<file path="src/rtl/game_pkg.sv">
// rtl/game_pkg.sv - shared game state encoding and frame-count defaults
package game_pkg;

    typedef enum logic [1:0] {
        IDLE  = 2'd0,
        PLAY  = 2'd1,
        DYING = 2'd2,
        OVER  = 2'd3
    } game_state_t;

    localparam int GRACE_FRAMES_DEF = 30;
    localparam int DEATH_FRAMES_DEF = 60;

endpackage

</file>
<file path="src/rtl/game_controller_frame_counter.sv">
// rtl/game_controller_frame_counter.sv - clearable frame-tick counter saturating at LIMIT
module frame_counter #(
    parameter int LIMIT      = 30,
    parameter bit EARLY_DONE = 1'b0
) (
    input  logic clk,
    input  logic reset_n,
    input  logic clr_i,
    input  logic tick_i,
    output logic done_o
);

    localparam int W = (LIMIT > 0) ? $clog2(LIMIT + 1) : 1;

    logic [W-1:0] count_q;
    logic         at_limit;
    logic         hit;

    always_ff @(posedge clk) begin
        if (!reset_n) begin
            count_q <= '0;
        end else if (clr_i) begin
            count_q <= '0;
        end else if (tick_i && !at_limit) begin
            count_q <= count_q + W'(1);
        end
    end

    assign at_limit = (count_q == LIMIT[W-1:0]);
    // EARLY_DONE flags the tick that reaches LIMIT instead of the state after it
    assign hit      = tick_i && (({1'b0, count_q} + (W+1)'(1)) == LIMIT[W:0]);
    assign done_o   = EARLY_DONE ? hit : at_limit;

endmodule

</file>
<file path="src/rtl/game_controller.sv">
// rtl/game_controller.sv - game FSM, scoring and optional high score (HIGH_SCORE_EN)
module game_controller
    import game_pkg::*;
#(
    parameter int SCORE_W      = 8,
    parameter int GRACE_FRAMES = GRACE_FRAMES_DEF,
    parameter int DEATH_FRAMES = DEATH_FRAMES_DEF
) (
    input  logic               clk,
    input  logic               reset_n,
    input  logic               frame_tick,
    input  logic               flap,
    input  logic               collision,
    input  logic               passed,
    output logic [1:0]         state,
    output logic               run_en,
    output logic               world_reset,
    output logic               flap_out,
    output logic [SCORE_W-1:0] score,
    output logic [SCORE_W-1:0] high_score
);

    game_state_t        state_q, state_d;
    logic               run_en_q, run_en_d;
    logic               world_reset_q, world_reset_d;
    logic               flap_out_q, flap_out_d;
    logic [SCORE_W-1:0] score_q, score_d;

    logic start, die, grace_done, death_done;

    assign start = (state_q == IDLE) && flap;
    assign die   = (state_q == PLAY) && frame_tick && grace_done && collision;

    frame_counter #(.LIMIT(GRACE_FRAMES), .EARLY_DONE(1'b0)) u_grace (
        .clk     (clk),
        .reset_n (reset_n),
        .clr_i   (start),
        .tick_i  ((state_q == PLAY) && frame_tick),
        .done_o  (grace_done)
    );

    frame_counter #(.LIMIT(DEATH_FRAMES), .EARLY_DONE(1'b1)) u_death (
        .clk     (clk),
        .reset_n (reset_n),
        .clr_i   (die),
        .tick_i  ((state_q == DYING) && frame_tick),
        .done_o  (death_done)
    );

    always_ff @(posedge clk) begin
        if (!reset_n) begin
            state_q       <= IDLE;
            run_en_q      <= 1'b0;
            world_reset_q <= 1'b1;
            flap_out_q    <= 1'b0;
            score_q       <= '0;
        end else begin
            state_q       <= state_d;
            run_en_q      <= run_en_d;
            world_reset_q <= world_reset_d;
            flap_out_q    <= flap_out_d;
            score_q       <= score_d;
        end
    end

    always_comb begin
        state_d = state_q;
        unique case (state_q)
            IDLE:  if (flap)       state_d = PLAY;
            PLAY:  if (die)        state_d = DYING;
            DYING: if (death_done) state_d = OVER;
            OVER:  if (flap)       state_d = IDLE;
        endcase
    end

    always_comb begin
        run_en_d      = (state_d == PLAY);
        flap_out_d    = flap && ((state_q == IDLE) || (state_q == PLAY));
        world_reset_d = (state_q == OVER) && flap;
        score_d       = score_q;
        if (start) begin
            score_d = '0;
        end else if ((state_q == PLAY) && passed && !die && (score_q != '1)) begin
            score_d = score_q + SCORE_W'(1);
        end
    end

    assign state       = state_q;
    assign run_en      = run_en_q;
    assign world_reset = world_reset_q;
    assign flap_out    = flap_out_q;
    assign score       = score_q;

`ifdef HIGH_SCORE_EN
    logic [SCORE_W-1:0] high_score_q;

    always_ff @(posedge clk) begin
        if (!reset_n) begin
            high_score_q <= '0;
        end else if (die && (score_q > high_score_q)) begin
            high_score_q <= score_q;
        end
    end

    assign high_score = high_score_q;
`else
    assign high_score = '0;
`endif

endmodule
</file>
<file path="config.mk">
export PLATFORM = sky130hd
export DESIGN_NAME = game_controller
export DESIGN_NICKNAME = d
export VERILOG_FILES = /design/src/rtl/game_pkg.sv /design/src/rtl/game_controller_frame_counter.sv /design/src/rtl/game_controller.sv
export SDC_FILE = /design/constraint.sdc
export NUM_CORES = 1
export LEC_CHECK = 0
export CORE_MARGIN = 1
export CORE_UTILIZATION = 30
export DETAILED_ROUTE_END_ITERATION = 12
export HOLD_SLACK_MARGIN = 0.05
export REMOVE_ABC_BUFFERS = 1
export SLEW_MARGIN = 20
export SYNTH_ARGS = -nofsm -noshare
export SYNTH_HDL_FRONTEND = slang
export SYNTH_SLANG_ARGS = --single-unit
</file>
<file path="constraint.sdc">
create_clock -name clk -period 2 [get_ports clk]
set_clock_uncertainty 0.15 [all_clocks]
set_input_delay 0.3 -clock clk [delete_from_list [all_inputs] [get_ports clk]]
set_output_delay 0.3 -clock clk [all_outputs]
set_load 0.03 [all_outputs]
</file>
Word-level counts from Yosys, hierarchy flattened
Cells that the tools add are included.

Bits in registers: 24. Input port bits: 6. Output and inout port bits: 21. Logic and storage cells: 45.

$add $sub $neg: 4. Equal/unequal tests: 8. Mux-type cells: 5. Bitwise operators: 1. Reductions and logical operators: 20.

Operators by type and width (number): $logic_and 1x1->1 (13); $add 8x1->8 const B (1); $mux 2 (4); $ne 8x8->1 const B (1); $pmux 2 s4 (1); $add 6x1->7 const B (1); $eq 7x6->1 const B (1); $add 6x1->6 const B (1); $eq 6x6->1 const B (1); $add 5x1->5 const B (1); $eq 5x5->1 const B (1); $eq 2x1->1 const B (2); $eq 2x2->1 const B (2); $reduce_or 2->1 (2); $logic_not 1->1 (3); $logic_not 2->1 (1); $logic_or 1x1->1 (1); $not 1->1 (1).

Longest topological paths before layout
Gate-level depths: netlist (run 1).

Depth in word-level cells: 7. Mapped depth: 7. Gate-level depth less buffers: 6.

Hierarchy
A second synthesis (run 1) with hierarchy kept.

Cell total of the unflattened synthesis: 150. Area total of the unflattened synthesis: 1357.6 sq um.

By module, submodules not included: game_controller (instances 1, cells each 80, area each 706.9 sq um, sequential area each 260.2 sq um); frame_counter (u_death) (instances 1, cells each 43, area each 385.4 sq um, sequential area each 120.1 sq um); frame_counter (u_grace) (instances 1, cells each 27, area each 265.3 sq um, sequential area each 100.1 sq um).

Least setup slack after synthesis (run 1)
Ideal clock, no wire load.

Path kind: flip-flop to flip-flop. Start: reg u_grace.count_q[0]. End: reg score_q[2], in the netlist score[2]. Library setup time: 0.137 ns. Arrival time: 1.521 ns. Required time: 1.713 ns. Slack: 0.192 ns. Cell stages (with the launch flop): 8. Path buffers: 1. Clock period less this slack: 1.808 ns. Path through: dfxtp_1 inv_1 ha_1 nand4_4 o2111ai_4 buf_4 o311ai_0 o41ai_1.

Word-level cells in the longest chain between the ends: 6.

RTL lines: start: declaration (line game_controller_frame_counter.sv:15) `logic [W-1:0] count_q;`; start signal: assignment (line game_controller_frame_counter.sv:25) `count_q <= count_q + W'(1);`; $eq 5x5->1 (line game_controller_frame_counter.sv:29) `assign at_limit = (count_q == LIMIT[W-1:0]);`; $logic_and 1x1->1 (2 in a row) (line game_controller.sv:32) `assign die = (state_q == PLAY) && frame_tick && grace_done && collision;`; $logic_not 1->1 (line game_controller.sv:83) `end else if ((state_q == PLAY) && passed && !die && (score_q != '1)) begin`; $logic_and 1x1->1 (2 in a row) (line game_controller.sv:83); end signal: assignment (line game_controller.sv:62) `score_q <= score_d;`; end: declaration (line game_controller.sv:27) `logic [SCORE_W-1:0] score_q, score_d;`.

No other way between the ends. A chain may end at the register's enable or synchronous reset.

Worst setup path in the final report (run 1)
Start: reg state_q[0], in the netlist state[0]. End: out state[0].

RTL lines: start: declaration (line game_controller.sv:23) `game_state_t state_q, state_d;`; start signal: assignment (line game_controller.sv:58) `state_q <= state_d;`; end: declaration (line game_controller.sv:15) `output logic [1:0] state,`.

No word-level cell between the ends.

==> results of run 1 <==
==> flip-flops by register name, summed over array words and instances (netlist names) <==
name and cells:
flap_out 1, run_en 1, score 8, state 2, u_death.count_q 6, u_grace.count_q 5
world_reset 1
==> worst paths after layout <==
path	startpoint	endpoint	slack (ns)
max	state[0]	state[0]	0.1
max reg2reg	u_grace.count_q[0]	score[4]	0.16
min reg2reg	u_grace.count_q[0]	u_grace.count_q[0]	0.38
min	u_grace.count_q[0]	u_grace.count_q[0]	0.38
==> layout by cell type (no fill, tap or decap), types with 3 or more instances in the layout <==
cell type,synthesis,layout
inv_1,6,6
dfxtp_1,24,23
nor4_1,3,3
a21oi_1,5,5
xor2_1,5,5
conb_1,1,8
nand2b_1,3,3
o21ai_0,8,8
buf_4,9,10
clkbuf_8,0,3
nand3_1,5,5
nand4_1,3,3
or3_1,3,3
nand2_1,9,9
nor2_1,12,12
o211ai_1,5,5
mux2i_1,3,3
clkdlybuf4s50_1,0,17
and3_1,4,4
ha_1,6,6
==> routing by layer <==
metal	up-vias	global-route usage
met5	-	0
met4	0	0.0182
met3	2	0.0433
met2	17	0.225
met1	516	0.145
li1	564	-
==> cell families (layout without fill, tap and decap cells) <==
| family | Yosys count | in the layout | synth area share |
|---|---|---|---|
| AND/OR/NAND/NOR | 58 | 58 | 0.251 |
| AO/OA/AOI/OAI | 29 | 29 | 0.173 |
| flip-flops | 24 | 24 | 0.364 |
| buffers and inverters | 18 | 39 | 0.0834 |
| XOR/XNOR | 7 | 7 | 0.0464 |
| adder cells (fa/ha/maj) | 6 | 6 | 0.0569 |
| multiplexers | 3 | 3 | 0.0227 |
| other | 1 | 8 | 0.00284 |
==> layout make-up <==
class                      count  area [sq um]
clock buffer                   3          41.3
timing repair buffer          28           254
sequential                    24           482
fill                         401          2460
inverter                       7          26.3
multi-input combinational    111           756
tap                           50          62.6
clock inverter                 1          30.0
==> power groups by stage <==
| stage | registers (W) | logic, W | clock network [W] |
|---|---|---|---|
| finish | 0.000492 | 0.000115 | 0.000423 |
| global route | 0.000494 | 0.000126 | 0.000451 |
| CTS | 0.000492 | 0.000116 | 0.000435 |
| detailed placement | 0.000504 | 0.000116 | 0 |
| global placement | 0.000503 | 0.000114 | 0 |
| floorplan | 0.000516 | 0.0000530 | 0 |
==> timing repair <==
action | in CTS | in global routing
endpoints found under the setup margin | 1 | 2
gates resized for setup | 1 | 1
setup buffers | 0 | 0
cloned | 0 | 0
==> stage by stage <==
step                worst slack, ns  total power (W)
CTS                          0.0872          0.00104
finish                       0.0958          0.00103
global route                 0.0277          0.00107
floorplan                     0.132         0.000569
global placement             0.0746         0.000617
detailed placement           0.0226         0.000620
==> worst reg2reg max path, delay by kind of cell, from the launching register on <==
family	cells	cell delay [ns]
AOI/OAI and AO/OA	2	0.33
adders and majority gates	1	0.22
buffers and inverters	1	0.05
DFF	1	0.36
and+or+nand+nor	2	0.67
==> impl_metrics.py, run 1 <==
metrics = {
    "cts": {
        "clock_latency_ns": 0.27,
        "tritoncts_clock_tree": "yes",
        "cts_inserted_buffers": 3,
        "clkTransAtPathRegs_ns": 0.08,
        "clock_tree.buffer_depth": 2,
        "cts.hold.buffers_added": 0,
        "cts.htree.levels": 1,
        "cts_root_buf": "clkbuf_8",
        "clock-sinks": 24,
    },
    "cells_and_area": {
        "final_layout_size_suffix_gt1_frac": 0.109,
        "fin_nets": 187,
        "layout-area-overhead-vs-synth_pct": 25.1,
        "final_antenna_diode_count": 0,
        "layout.cell_area.non_filler_sq_um": 1650,
        "fin_util": 0.401,
        "final_cell_count_no_fill": 224,
    },
    "global_routing": {
        "total_congestion_overflow": 0,
        "first_pass_grt_wire_length_mm": 4.48,
        "antenna_found_initial": 0,
        "vias_in_the_first_global_route": 1069,
        "global_route_total_usage_across_every_layer": 0.126,
        "grt_max_degree": 15,
    },
    "die": {
        "core_area_sq_um": 4120,
        "num_io_pins": 27,
        "chipHeight_um": 68.3,
        "chipWidth_um": 68.3,
        "rows": 23,
        "initial_core_util": 0.321,
        "dieArea_sq_um": 4670,
    },
    "pwr": {
        "cellLeakagePower_nw": 0.625,
        "power_density_nw_per_um2": 624,
        "seq_power_share": 0.478,
        "switching_share": 0.224,
        "vdd.ir_drop.worst_v": 0.000355,
        "power_switching_w": 0.000231,
        "p_int_w": 0.000799,
        "comb_power_share": 0.112,
        "clockPowerShare": 0.410,
    },
    "synth": {
        "synth_seq_area_share": 0.364,
        "synth_top_cell_area_share": 0.364,
        "commonest_cells_in_the_netlist": "dfxtp_1 (24), nor2_1 (12), buf_4 (9), nand2_1 (9), o21ai_0 (8)",
        "synth_enable_flop_cells": 0,
        "asyncSetResetFlopFracSynth": 0,
        "mapped_avg_cell_area_sq_um": 9.04,
        "yosys_register_bits": 24,
        "netlist_top_cells_area": "dfxtp_1 (36%), ha_1 (5.7%), buf_4 (5.1%)",
        "synth.most_common_cell": "dfxtp_1",
        "yosys_warnings": 0,
        "postSynth.topFlopCell": "dfxtp_1",
        "postSynthCellCount": 146,
        "yosys.cell_types.count": 39,
        "post_synth_instance_area_sq_um": 1320,
        "synth_area_leader_cell": "dfxtp_1",
    },
    "critical_path": {
        "type_of_the_worst_setup_path": "flop to output port",
        "crit_path_top_delay_cell": "clkdlybuf4s50_1",
        "worst-path-max-fanout": 5,
        "critical_path_at_ns": 1.45,
        "cp_cell_sequence": "clkdlybuf4s50_1",
        "crit_path_end_kind": "output port",
        "crit_cells": 1,
        "crit_path_start_kind": "flop",
        "register_to_register_path_depth": 6,
        "worst_path_largest_cell_delay_ns": 0.73,
        "worst-path-buf-inv": 1,
        "cpLargestDelayFamily": "buffers and inverters",
        "cp_data_required_time_ns": 1.55,
    },
    "placement": {
        "routabilityCongestion": 0.837,
        "dp.final_hpwl_mm": 2.04,
        "dp.cells": 220,
        "io_port_bufs": 18,
        "total_cell_area_at_the_placement_stage_sq_um": 1580,
    },
    "detailed_routing": {
        "post_drt_wl_per_cell_um": 11.4,
        "route.detailed.vias_per_inst": 4.91,
        "wirelength_met1_mm": 1.13,
        "wl_mm": 2.55,
        "wl_met2_mm": 1.34,
        "met3RoutedLength_um": 72,
        "detailedRoute.firstPassIterationCount": 4,
        "route.detailed.drc": 0,
        "via_count": 1099,
        "route.antenna.remaining_nets": 0,
        "drt_first_iter_violations": 48,
        "highest_layer_used_for_signal_routing": "met4",
    },
    "timing": {
        "setup_tns_ns": 0,
        "report.final.hold_viol_count": 0,
        "min_tclk_post_route_ns": 1.90,
        "timing.hold.ws_ns": 0.382,
        "drv_slew": 0,
        "max_freq_mhz": 525,
        "total_of_endpoints_with_negative_setup_slack_in_the_final_report": 0,
        "final.period_utilization": 0.952,
        "grt_setup_unrepaired": "false",
    },
    "job": {
        "maxCapViolations": 0,
    },
    "worst_hold_path": {
        "hold_depth": 2,
        "worst_hold_path_type": "flop to flop",
    },
    "outcome": {
        "status": "complete, no violations",
    },
}
No activity file was read; power rests on OpenSTA's default activity.
==> run 2: changes to the inputs <==
--- a/config.mk
+++ b/config.mk
@@ -6,9 +6,10 @@
 export NUM_CORES = 1
 export LEC_CHECK = 0
 export CORE_MARGIN = 1
-export CORE_UTILIZATION = 30
+export CORE_UTILIZATION = 50
 export DETAILED_ROUTE_END_ITERATION = 12
 export HOLD_SLACK_MARGIN = 0.05
+export PLACE_DENSITY = 0.78
 export REMOVE_ABC_BUFFERS = 1
 export SLEW_MARGIN = 20
 export SYNTH_ARGS = -nofsm -noshare
==> impl_metrics.py, run 2 (synthesized netlist as in run 1, its figures left out) <==
metrics = {
    "outcome": {
        "status": "complete, no violations",
    },
    "detailed_routing": {
        "route.detailed.drc": 0,
        "drt_first_iter_violations": 19,
        "post_drt_wl_per_cell_um": 12.5,
        "via_count": 1120,
        "route.detailed.vias_per_inst": 5.54,
        "route.antenna.remaining_nets": 0,
        "wl_mm": 2.53,
        "detailedRoute.firstPassIterationCount": 4,
    },
    "pwr": {
        "power_density_nw_per_um2": 540,
        "total_power_w": 0.000855,
        "cellLeakagePower_nw": 0.635,
        "vdd.ir_drop.worst_v": 0.000337,
    },
    "critical_path": {
        "worst-path-max-fanout": 5,
        "regToRegEndpoint": "score[3]",
        "critical_path_at_ns": 1.44,
        "type_of_the_worst_setup_path": "flop to output port",
        "cp_data_required_time_ns": 1.55,
        "worst-path-buf-inv": 1,
        "cp-startpoint": "score[7]",
        "register_to_register_path_depth": 7,
        "crit_cells": 1,
        "crit_path_start_kind": "flop",
        "crit_path_end_kind": "output port",
        "reg2reg_from": "u_grace.count_q[0]",
        "cp_cell_sequence": "clkdlybuf4s50_1",
        "crit_end": "score[7]",
        "crit_path_top_delay_cell": "clkdlybuf4s50_1",
        "r2r_slack_ns": 0.13,
        "worst_path_largest_cell_delay_ns": 0.70,
        "cpLargestDelayFamily": "buffers and inverters",
    },
    "die": {
        "chipWidth_um": 53.4,
        "dieArea_sq_um": 2850,
        "chipHeight_um": 53.4,
        "core_area_sq_um": 2480,
        "initial_core_util": 0.533,
        "rows": 18,
        "num_io_pins": 27,
    },
    "placement": {
        "io_port_bufs": 18,
        "routabilityCongestion": 0.792,
        "dp.final_hpwl_mm": 1.93,
    },
    "timing": {
        "drv_slew": 0,
        "min_tclk_post_route_ns": 1.89,
        "total_of_endpoints_with_negative_setup_slack_in_the_final_report": 0,
        "final.period_utilization": 0.944,
        "report.final.hold_viol_count": 0,
        "max_freq_mhz": 530,
        "grt_setup_unrepaired": "false",
        "setup_tns_ns": 0,
    },
    "global_routing": {
        "antenna_found_initial": 0,
        "global_route_total_usage_across_every_layer": 0.198,
        "total_congestion_overflow": 0,
        "grt_max_degree": 14,
        "first_pass_grt_wire_length_mm": 4.06,
        "vias_in_the_first_global_route": 983,
    },
    "cts": {
        "cts.hold.buffers_added": 0,
        "cts_inserted_buffers": 3,
        "clock-sinks": 24,
        "cts_root_buf": "clkbuf_4",
        "clkTransAtPathRegs_ns": 0.13,
        "cts.repair.resized": 2,
        "clock_tree.buffer_depth": 2,
        "post-cts-setup-buffers": 0,
        "tritoncts_clock_tree": "yes",
        "clock_latency_ns": 0.31,
        "cts.htree.levels": 1,
    },
    "worst_hold_path": {
        "hold_depth": 2,
        "min-delay-start": "score[0]",
        "worst_hold_path_type": "flop to flop",
    },
    "cells_and_area": {
        "final_layout_size_suffix_gt1_frac": 0.105,
        "fin_nets": 185,
        "flip_flop_count_of_the_largest_register_all_copies_and_words_added": 8,
        "final_antenna_diode_count": 0,
        "layout-area-overhead-vs-synth_pct": 19.9,
        "most-common-layout-cells": "dfxtp_1 (22), clkdlybuf4s50_1 (15), nor2_1 (12)",
        "layout_commonest_cell": "dfxtp_1",
    },
    "job": {
        "maxCapViolations": 0,
    },
}
==> run 2: cell count changes in the layout (fill, tap and decap cells not counted), sizes merged <==
cell / before / now
clkdlybuf4s50: 17 / 15
clkbuf: 3 / 4
buf: 10 / 8
dlymetal6s2s: 0 / 2
bufinv: 1 / 0
==> run 2: metal layers <==
layer / vias up / global-route usage / part of all wire
met5: - / 0 / 0
met4: 0 / 0.0921 / 0.020
met3: 7 / 0.0259 / 0.051
met2: 42 / 0.369 / 0.48
met1: 509 / 0.217 / 0.45
li1: 562 / - / -
==> run 2: worst min path at each step <==
| stage | slack, ns | endpoint |
|---|---|---|
| after floorplan | 0.23 | world_reset |
| after global placement | 0.36 | score[4] |
| after detailed placement | 0.37 | score[0] |
| after CTS | 0.39 | score[0] |
| after global routing | 0.42 | u_grace.count_q[0] |
| final | 0.39 | score[0] |
==> run 2: worst reg2reg max path: stages, from the launching register on <==
cell       delay [ns]
dfxtp_2          0.38
inv_1            0.05
ha_1             0.22
nand4_4          0.12
o2111ai_4        0.17
buf_4            0.20
or3_1            0.35
a21oi_1          0.17
==> run 2: cell type report <==
cell class / count / area [sq um]
clock buffer: 4 / 36.3
fill: 219 / 895
inverter: 7 / 26.3
multi-input combinational: 111 / 756
sequential: 24 / 483
tap: 30 / 37.5
timing repair buffer: 26 / 244
==> run 2: where the power goes <==
group	switching [W]	internal, W	leakage [nW]
Sequential	0.00000867	0.000486	0.196
Combinational	0.0000675	0.0000409	0.419
Clock	0.000141	0.000111	0.0210
Total	0.000217	0.000638	0.635
==> run 2: per-stage QoR <==
stage               hold slack, ns   util  cell area, sq um  setup WS (ns)  instances
global placement             0.358  0.622              1540         0.0928        198
detailed placement           0.373  0.622              1540        0.00967        198
finish                       0.387  0.639              1580          0.112        202
global route                 0.418  0.639              1580         0.0442        202
CTS                          0.388  0.636              1580         0.0371        202
floorplan                    0.226      -              1260          0.132        142
